**src/rtl/div_req_pkg.sv**
```systemverilog
// Shared types for the divider requester: FSM state encoding and response status codes.
package div_req_pkg;

    localparam int unsigned STATUS_W = 3;

    typedef logic [STATUS_W-1:0] status_t;

    typedef enum logic [2:0] {
        S_IDLE,
        S_ISSUE,
        S_WAIT_BUSY,
        S_WAIT_DONE,
        S_RESP
    } state_t;

    localparam status_t ST_OK      = 3'd0;
    localparam status_t ST_DVZ     = 3'd1;
    localparam status_t ST_OVF     = 3'd2;
    localparam status_t ST_NOFLAG  = 3'd3;
    localparam status_t ST_TIMEOUT = 3'd4;

    // Completion flag priority: divide-by-zero beats overflow beats a plain valid result.
    function automatic status_t classify(input logic dvz, input logic ovf, input logic valid);
        if (dvz) begin
            return ST_DVZ;
        end else if (ovf) begin
            return ST_OVF;
        end else if (valid) begin
            return ST_OK;
        end
        return ST_NOFLAG;
    endfunction

endpackage

```
**src/rtl/div_req_fifo.sv**
```systemverilog
// Synchronous request FIFO holding {dividend, divisor} pairs; pushed data is readable the next cycle.
module div_req_fifo #(
    parameter int unsigned WIDTH = 20,
    parameter int unsigned DEPTH = 4
) (
    input  logic                         clk_i,
    input  logic                         rst_i,
    input  logic                         push_i,
    input  logic [WIDTH-1:0]             push_data_i,
    input  logic                         pop_i,
    output logic [WIDTH-1:0]             pop_data_o,
    output logic                         full_o,
    output logic                         empty_o,
    output logic [$clog2(DEPTH+1)-1:0]   count_o
);

    localparam int unsigned AW = $clog2(DEPTH);
    localparam int unsigned CW = $clog2(DEPTH + 1);

    logic [WIDTH-1:0] mem_q [DEPTH];
    logic [AW-1:0]    wr_ptr_q;
    logic [AW-1:0]    rd_ptr_q;
    logic [CW-1:0]    count_q;
    logic             do_push;
    logic             do_pop;

    assign full_o     = (count_q == CW'(DEPTH));
    assign empty_o    = (count_q == '0);
    assign do_push    = push_i && !full_o;
    assign do_pop     = pop_i && !empty_o;
    assign pop_data_o = mem_q[rd_ptr_q];
    assign count_o    = count_q;

    // Pointers wrap naturally because DEPTH is a power of two.
    always_ff @(posedge clk_i) begin
        if (rst_i) begin
            wr_ptr_q <= '0;
            rd_ptr_q <= '0;
            count_q  <= '0;
        end else begin
            if (do_push) begin
                wr_ptr_q <= wr_ptr_q + AW'(1);
            end
            if (do_pop) begin
                rd_ptr_q <= rd_ptr_q + AW'(1);
            end
            case ({do_push, do_pop})
                2'b10:   count_q <= count_q + CW'(1);
                2'b01:   count_q <= count_q - CW'(1);
                default: count_q <= count_q;
            endcase
        end
    end

    always_ff @(posedge clk_i) begin
        if (do_push) begin
            mem_q[wr_ptr_q] <= push_data_i;
        end
    end

endmodule

```
**src/rtl/div_requester.sv**
```systemverilog
// Host-side initiator for the sequential divider: queues jobs, pulses start, tracks busy,
// classifies completion flags and returns quotient plus status in request order.
module div_requester
    import div_req_pkg::*;
#(
    parameter int unsigned WIDTH   = 10,
    parameter int unsigned DEPTH   = 4,
    parameter int unsigned TIMEOUT = 64
) (
    input  logic             clk_i,
    input  logic             rst_i,
    input  logic             req_valid_i,
    input  logic [WIDTH-1:0] req_a_i,
    input  logic [WIDTH-1:0] req_b_i,
    output logic             req_ready_o,
    output logic             start_o,
    output logic [WIDTH-1:0] div_a_o,
    output logic [WIDTH-1:0] div_b_o,
    input  logic             busy_i,
    input  logic             valid_i,
    input  logic             ovf_i,
    input  logic             dvz_i,
    input  logic [WIDTH-1:0] div_q_i,
    output logic             rsp_valid_o,
    input  logic             rsp_ready_i,
    output logic [WIDTH-1:0] rsp_quot_o,
    output logic [2:0]       rsp_status_o
);

    localparam int unsigned CNT_W = $clog2(DEPTH + 1);
    localparam int unsigned WD_W  = $clog2(TIMEOUT + 1);

    state_t             state_q, state_d;
    logic               start_q, start_d;
    logic [WIDTH-1:0]   div_a_q, div_a_d;
    logic [WIDTH-1:0]   div_b_q, div_b_d;
    logic [WD_W-1:0]    wd_q, wd_d;
    logic               rsp_valid_q, rsp_valid_d;
    logic [WIDTH-1:0]   rsp_quot_q, rsp_quot_d;
    status_t            rsp_status_q, rsp_status_d;

    logic               fifo_push;
    logic               fifo_pop;
    logic [2*WIDTH-1:0] fifo_rd_data;
    logic               fifo_full;
    logic               fifo_empty;
    logic [CNT_W-1:0]   fifo_count;

    // Ready comes from the registered count only, so a full FIFO never accepts a push-through.
    assign req_ready_o = !rst_i && (fifo_count < CNT_W'(DEPTH));
    assign fifo_push   = req_valid_i && req_ready_o && !fifo_full;

    div_req_fifo #(
        .WIDTH (2 * WIDTH),
        .DEPTH (DEPTH)
    ) u_fifo (
        .clk_i       (clk_i),
        .rst_i       (rst_i),
        .push_i      (fifo_push),
        .push_data_i ({req_a_i, req_b_i}),
        .pop_i       (fifo_pop),
        .pop_data_o  (fifo_rd_data),
        .full_o      (fifo_full),
        .empty_o     (fifo_empty),
        .count_o     (fifo_count)
    );

    always_ff @(posedge clk_i) begin
        if (rst_i) begin
            state_q      <= S_IDLE;
            start_q      <= 1'b0;
            div_a_q      <= '0;
            div_b_q      <= '0;
            wd_q         <= '0;
            rsp_valid_q  <= 1'b0;
            rsp_quot_q   <= '0;
            rsp_status_q <= ST_OK;
        end else begin
            state_q      <= state_d;
            start_q      <= start_d;
            div_a_q      <= div_a_d;
            div_b_q      <= div_b_d;
            wd_q         <= wd_d;
            rsp_valid_q  <= rsp_valid_d;
            rsp_quot_q   <= rsp_quot_d;
            rsp_status_q <= rsp_status_d;
        end
    end

    always_comb begin
        state_d      = state_q;
        start_d      = 1'b0;
        div_a_d      = div_a_q;
        div_b_d      = div_b_q;
        wd_d         = wd_q;
        rsp_valid_d  = rsp_valid_q;
        rsp_quot_d   = rsp_quot_q;
        rsp_status_d = rsp_status_q;
        fifo_pop     = 1'b0;

        case (state_q)
            // The busy gate also holds off a new job while an abandoned one is still running.
            S_IDLE: begin
                if (!fifo_empty && !busy_i) begin
                    fifo_pop           = 1'b1;
                    {div_a_d, div_b_d} = fifo_rd_data;
                    start_d            = 1'b1;
                    state_d            = S_ISSUE;
                end
            end
            S_ISSUE: begin
                wd_d    = '0;
                state_d = S_WAIT_BUSY;
            end
            S_WAIT_BUSY, S_WAIT_DONE: begin
                wd_d = wd_q + WD_W'(1);
                if ((state_q == S_WAIT_DONE) && !busy_i) begin
                    rsp_quot_d   = div_q_i;
                    rsp_status_d = classify(dvz_i, ovf_i, valid_i);
                    rsp_valid_d  = 1'b1;
                    state_d      = S_RESP;
                end else if (wd_q == WD_W'(TIMEOUT - 1)) begin
                    rsp_quot_d   = '0;
                    rsp_status_d = ST_TIMEOUT;
                    rsp_valid_d  = 1'b1;
                    state_d      = S_RESP;
                end else if ((state_q == S_WAIT_BUSY) && busy_i) begin
                    state_d = S_WAIT_DONE;
                end
            end
            S_RESP: begin
                if (rsp_ready_i) begin
                    rsp_valid_d = 1'b0;
                    state_d     = S_IDLE;
                end
            end
            default: begin
                state_d = S_IDLE;
            end
        endcase
    end

    assign start_o      = start_q;
    assign div_a_o      = div_a_q;
    assign div_b_o      = div_b_q;
    assign rsp_valid_o  = rsp_valid_q;
    assign rsp_quot_o   = rsp_quot_q;
    assign rsp_status_o = rsp_status_q;

endmodule

```
**config.mk**
```make
export PLATFORM = sky130hd
export DESIGN_NAME = div_requester
export DESIGN_NICKNAME = d
export VERILOG_FILES = /design/src/rtl/div_req_pkg.sv /design/src/rtl/div_req_fifo.sv /design/src/rtl/div_requester.sv
export SDC_FILE = /design/constraint.sdc
export NUM_CORES = 1
export LEC_CHECK = 0
export ABC_AREA = 1
export ABC_CLOCK_PERIOD_IN_PS = 4800
export CELL_PAD_IN_SITES_DETAIL_PLACEMENT = 1
export CELL_PAD_IN_SITES_GLOBAL_PLACEMENT = 1
export CORE_MARGIN = 8
export CORE_UTILIZATION = 30
export CTS_BUF_LIST = sky130_fd_sc_hd__clkbuf_4
export DETAILED_ROUTE_END_ITERATION = 7
export DONT_BUFFER_PORTS = 1
export PLACE_DENSITY = 0.61
export SETUP_SLACK_MARGIN = 0.1
export SYNTH_ARGS = -nofsm -noshare
export SYNTH_HDL_FRONTEND = slang
export SYNTH_HIERARCHICAL = 1
export SYNTH_SLANG_ARGS = --single-unit
```
**constraint.sdc**
```tcl
create_clock -name clk_i -period 4.8 [get_ports clk_i]
set_input_delay 0.72 -clock clk_i [delete_from_list [all_inputs] [get_ports clk_i]]
set_output_delay 0.72 -clock clk_i [all_outputs]
set_load 0.1 [all_outputs]
```
# Yosys cells after proc, flatten, opt, wreduce, memory -nomap -nowiden
# Memory sizes are Yosys's and may differ from the RTL's. A register that Yosys moved wholly into a read port is not among the register bits.
# Cells that the tools add are included.
# W data, S select, Z words.
[word_totals]
romBits = 0
latch_bits = 0
memories = 1
input_bits = 38
ramBits = 80
ff_bits = 32
[mem_list]
columns = ["name", "depth", "word_bits", "read_ports", "rd_ports_with_merged_regs", "write_ports", "line_no", "text"]
rows = [
  ["u_fifo.mem_q", 4, 20, 1, 1, 1, "div_req_fifo.sv:20", "logic [WIDTH-1:0] mem_q [DEPTH];"],
]
[op_classes]
add_sub_neg = 5
reduce_logical = 23
n_bitwise = 0
n_lt_le_gt_ge = 1
eq_ne = 12
div = 0
n_mux = 29
n_mul = 0
shift = 0
[ops]
columns = ["cell", "n"]
rows = [
  ["$mux W3", 11],
  ["$mux W10", 2],
  ["$pmux W7 S2", 1],
  ["$mux W1", 12],
  ["$pmux W3 S4", 1],
  ["$logic_and A1 B1 Y1", 8],
  ["$reduce_bool A2 Y1", 4],
  ["$add A7 B1 Y7 const B", 1],
  ["$eq A7 B6 Y1 const B", 1],
  ["$eq A3 B2 Y1 const B", 2],
  ["$eq A3 B3 Y1 const B", 2],
  ["$logic_not A3 Y1", 2],
  ["$pmux W3 S2", 1],
  ["$reduce_and A3 Y1", 2],
  ["$add A2 B1 Y2 const B", 2],
  ["$logic_not A1 Y1", 4],
  ["$ne A2 B2 Y1 const B", 2],
  ["$ne A4 B4 Y1 const B", 1],
  ["$reduce_and A2 Y1", 2],
  ["$add A3 B1 Y3 const B", 1],
  ["$eq A3 B1 Y1 const B", 1],
  ["$lt A3 B3 Y1 const B", 1],
  ["$ne A3 B3 Y1 const B", 1],
  ["$sub A3 B1 Y3 const B", 1],
  ["other kinds (4)", 4],
]

# Logic depth before layout (Yosys ltp)
[depth]
depth_word = 8
ltp_mapped = 18
ltp_nobuf = 17

# By module
# The synthesis kept the hierarchy.
[by_module_without_submodules]
columns = ["module", "area_each_um2", "seq_area_each_um2", "n_inst", "cells_each"]
rows = [
  ["div_req_fifo", 3439.5, 2582.5, 1, 264],
  ["div_requester", 1794.2, 900.9, 1, 240],
]

# Worst setup path after synthesis
# Ideal clock, no wire load.
[synth_timing]
path_kind = "input port to flip-flop"
from = "input rst_i"
to = "memory u_fifo.mem_q[0][0], enable pin"
path_buffers = 1
setup_time_ns = 0.397
t_required_ns = 4.403
t_arrival_ns = 3.530
slack_ns = 0.873
stages = 6
cell_sequence = "clkbuf_1 -> nor2_1 -> nand2_1 -> nor2_1 -> nand2_4 -> nor2_1"
[synth_between]
elab_chain_len = 7
[synth_lines]
columns = ["element", "line_no", "text"]
rows = [
  ["start, declared", "div_requester.sv:11", "input logic rst_i,"],
  ["$logic_not A1 Y1", "div_requester.sv:50", "assign req_ready_o = !rst_i && (fifo_count < CNT_W'(DEPTH));"],
  ["$logic_and A1 B1 Y1", "div_requester.sv:50", ""],
  ["via req_ready_o", "div_requester.sv:15", "output logic req_ready_o,"],
  ["$logic_and A1 B1 Y1 (2 in series)", "div_requester.sv:51", "assign fifo_push = req_valid_i && req_ready_o && !fifo_full;"],
  ["via fifo_push", "div_requester.sv:42", "logic fifo_push;"],
  ["$logic_and A1 B1 Y1", "div_req_fifo.sv:29", "assign do_push = push_i && !full_o;"],
  ["$mux W1", "div_req_fifo.sv:56", "if (do_push) begin"],
  ["$mux W1 (not written as such)", "div_req_fifo.sv:57", "mem_q[wr_ptr_q] <= push_data_i;"],
  ["end, declared", "div_req_fifo.sv:20", ""],
]
# The timed path passes the listed nets, and every way through them passes these cells.

# Worst setup path after layout
[layout_timing]
from = "register u_fifo.count_q[2] (netlist: u_fifo/count_o[2])"
to = "register u_fifo.count_q[2] (netlist: u_fifo/count_o[2])"
[layout_between]
elab_chain_len = 8
elab_cells_between_ends = 19
cone_classes = "2 x add/sub; 1 x order compare; 3 x eq/ne; 3 x mux; 10 x reduce/logical"
[layout_lines]
columns = ["element", "line_no", "text"]
rows = [
  ["start, declared", "div_req_fifo.sv:23", "logic [CW-1:0] count_q;"],
  ["start signal, assigned", "div_req_fifo.sv:48", "2'b10: count_q <= count_q + CW'(1);"],
  ["start signal, assigned", "div_req_fifo.sv:49", "2'b01: count_q <= count_q - CW'(1);"],
  ["start signal, assigned", "div_req_fifo.sv:50", "default: count_q <= count_q;"],
  ["$logic_not A3 Y1 *", "div_req_fifo.sv:28", "assign empty_o = (count_q == '0);"],
  ["via fifo_empty", "div_requester.sv:46", "logic fifo_empty;"],
  ["$logic_not A1 Y1 *", "div_req_fifo.sv:30, div_requester.sv:104", ""],
  ["$logic_and A1 B1 Y1", "div_requester.sv:104", "if (!fifo_empty && !busy_i) begin"],
  ["$mux W1", "div_requester.sv:104", ""],
  ["$mux W1", "--", ""],
  ["$logic_and A1 B1 Y1 *", "div_req_fifo.sv:30", "assign do_pop = pop_i && !empty_o;"],
  ["via u_fifo.do_pop", "div_req_fifo.sv:25", "logic do_pop;"],
  ["$eq A2 B1 Y1 or $eq A2 B2 Y1 (tied branches)", "div_req_fifo.sv:47", "case ({do_push, do_pop})"],
  ["$pmux W3 S2 or $reduce_bool A2 Y1 (tied branches)", "--", ""],
]
# Mark *: on every way through the listed nets, which the timed path passes. The rest lies on a longest branch.
# A chain may end at the register's enable or synchronous reset.

==> run summary <==
IO Count: 74
# rows: 48
Net Switching: 880 uW
Top achievable clock speed: 0.309 GHz
Post-CTS Hold Fix Bufs: 0
Setup Buffers After CTS: 0
Fin Hold WS: 263 ps
Setup crit end kind: flop
H-tree Lvls: 4
Area grow syn2layout: 9.18%
Vias in the first global route: 3752
Max rail drop VDD: 0.312 mV
Clock Sinks: 134
PwrDens: 458 nW/um2
RSZ-0062 raised after global routing: false
Full die area: 21900 um2
CTS resizes: 0
Top delay family on crit path: simple AND/OR/NAND/NOR gates
Final-stage net count: 547
Root buffer cell: clkbuf_4
Largest net degree at the start of global routing: 48
Antenna diode count: 0
Internal power: 1.74 mW
Worst slew pin tran: 1290 ps
Layout cell share with drive strength beyond 1: 10.1%
Leakage: 1.97 nW
Critical Path AT: 3660 ps
Post-layout util: 33.3%
Post-DR wirelength/cell: 17.0 um
Final Setup Violations: 0
Total power: 2.62 mW
Sw Ratio: 33.6%
Die width: 148 um
First-pass GRT wire length: 19800 um
Clk_lat worst skew: 520 ps
Tcrit/Tclk final: 67.4%
DRC: 0
Sequential area share after synthesis: 66.6%
GPL Wtd Cong: 0.737
Reg-to-Reg Start: u_fifo/count_o[2]$_SDFFE_PP0P_
Slowest Stage Delay on Critical Path: 590 ps
Initial core utilization: 30.5%
Via count: 3543
I/O Buffers: 0
CP Cell Sequence: inv_1 -> nand2_2 -> inv_1 -> inv_1 -> nand4_2 -> inv_2 -> nand2_1 -> inv_1 -> ha_1 -> inv_1 -> fa_1 -> inv_1 -> nand2_1 -> nand3_1 -> nand2_1 -> nand2_1 -> nor2_1
Syn Area/Cell: 10.4 um2
Post-DP HPWL: 8290 um
Post-route insts no fill: 740
Post-Syn Area: 5230 um2
Final Slew Violations: 0
Hold WC Path Type: in2reg
Die Y: 148 um
Slew headroom: 14.1%
Clock buffer depth: 2
First DRT Iteration DRCs: 235
Vias/cell: 4.79
Distinct cells, synth: 29
Status: complete, no violations
Skew final: 14.5 ps
Worst path bufs/invs: 7
Cell total after placement: 708
Slowest CP cell: inv_2
Clock power share: 29.2%
Combinational group share of total power: 11.6%
Hold Crit Start: rst_i
Syn Nets: 549
Fin crit period: 3230 ps
Reg power frac: 59.2%
Most frequent CP cell: inv_1
Crit-path max FO: 23
CTS tree: built
GRT Residual Overflow: 0
CTS clk-pin slew, worst paths: 110 ps
Max-capacitance violation count: 0
Final hold violation count: 0
Critical Path Start: u_fifo/count_o[2]$_SDFFE_PP0P_
Drt total wl: 12500 um
Yosys Warn Count: 6
TritonCTS Buffers: 17
Mapped Cells: 504
Total GRT Usage: 11.7%
Crit path launch type: flop
Core area: 17200 um2
CP Class: reg2reg
FF+latch count, synth: 134
Crit path required time: 5230 ps
Setup TNS: 0 ps
Drt pass-1 iters: 4
Initial antenna violation count: 0
ANT nets after route: 0
==> registers in the layout, indices dropped and copies added, names as in the netlist, named ones only <==
register / cells
u_fifo/wr_ptr_q: 2
start_o: 1
u_fifo/count_o: 3
u_fifo/rd_ptr_q: 2
div_a_o: 10
rsp_valid_o: 1
state_q: 3
rsp_quot_o: 10
div_b_o: 10
u_fifo/mem_q: 80
wd_q: 7
rsp_status_o: 3
==> metal layers <==
| metal | routed length, um | up-vias | GRT usage (%) | share of wire [%] |
|---|---|---|---|---|
| li1 | - | 1719 | - | - |
| met2 | 6030 | 71 | 19.7 | 48 |
| met1 | 5310 | 1741 | 12.7 | 42 |
| met3 | 1080 | 12 | 5.96 | 8.6 |
| met4 | 119 | 0 | 3.21 | 0.95 |
| met5 | 0 | - | 0 | 0 |
==> synthesized netlist by cell type <==
cell	n	share of area [%]
nand4_1	1	0.12
nor3_1	1	0.096
clkbuf_1	9	0.65
nor2_1	60	4.3
nand2_2	3	0.36
a21oi_1	47	4.5
buf_6	2	0.43
nand2_4	3	0.65
buf_2	10	0.96
o211ai_1	2	0.29
buf_4	2	0.29
a21oi_2	1	0.17
dfxtp_1	54	21
nor2_4	1	0.22
nand3_1	12	1.1
inv_4	1	0.12
ha_1	6	1.4
o22ai_1	20	2.4
edfxtp_1	80	46
inv_2	5	0.36
or2_2	1	0.12
a31oi_1	1	0.12
nand2_1	102	7.3
inv_1	29	2.1
o21ai_1	40	3.8
nor2_2	2	0.24
nand4_2	1	0.24
o21ai_0	7	0.67
fa_1	1	0.38
==> worst paths after layout <==
| path | end | slack (ps) | depth (start not counted) |
|---|---|---|---|
| setup / recovery | u_fifo/count_o[2]$_SDFFE_PP0P_ | 1570 | 17 |
| setup reg to reg | u_fifo/count_o[2]$_SDFFE_PP0P_ | 1570 | 17 |
| hold reg to reg | wd_q[3]$_SDFFE_PP0P_ | 490 | 2 |
| hold / removal | u_fifo/wr_ptr_q[0]$_SDFFE_PP0P_ | 260 | 1 |
==> worst reg2reg max path, delay by kind of cell (launching register included) <==
family / cells / cell delay [ps]
flops: 1 / 390
simple gates: 8 / 1090
fa+ha+maj: 2 / 590
buf+inv: 7 / 1070
==> logic make-up (layout without fill, tap and decap cells) <==
family | after synthesis | count (layout) | share of synthesized area (%)
adder cells (fa/ha/maj) | 7 | 7 | 1.82
buffers and inverters | 58 | 69 | 4.88
AO/OA/AOI/OAI | 118 | 118 | 12.0
flip-flops | 134 | 134 | 66.6
AND/OR/NAND/NOR | 187 | 187 | 14.8
==> area by class of cell <==
cell class	instances	area [um2]
Multi-Input combinational cell	312	1510
Inverter	35	134
Sequential cell	134	3480
Clock buffer	18	135
Clock inverter	14	158
Timing Repair Buffer	2	15.0
Fill cell	1971	11500
Tap cell	225	282
==> per-stage QoR <==
step	worst slack, ps	instance area, um2
after CTS	1480	5710
after global placement	1500	5420
after global routing	1170	5710
final	1570	5710
after detailed placement	1380	5420
after floorplan	873	5230
==> layout by cell type (no fill, tap or decap), drive strengths merged, types with 2 or more instances in the layout <==
cell	netlist	layout
a21oi	48	48
nor2	63	63
clkinvlp	0	3
nand3	12	12
inv	35	37
nand4	2	2
edfxtp	80	80
nand2	108	108
clkinv	0	6
o22ai	20	20
clkbuf	9	18
buf	14	2
o21ai	47	47
ha	6	6
bufinv	0	3
o211ai	2	2
dfxtp	54	54
==> power by group through the flow <==
stage	registers, mW	clock network [mW]	logic (mW)
final	1.55	0.766	0.303
after floorplan	1.56	0	0.248
after global routing	1.56	0.848	0.345
after global placement	1.57	0	0.296
after CTS	1.55	0.800	0.310
after detailed placement	1.58	0	0.308
(Power assumes the default switching activity.)
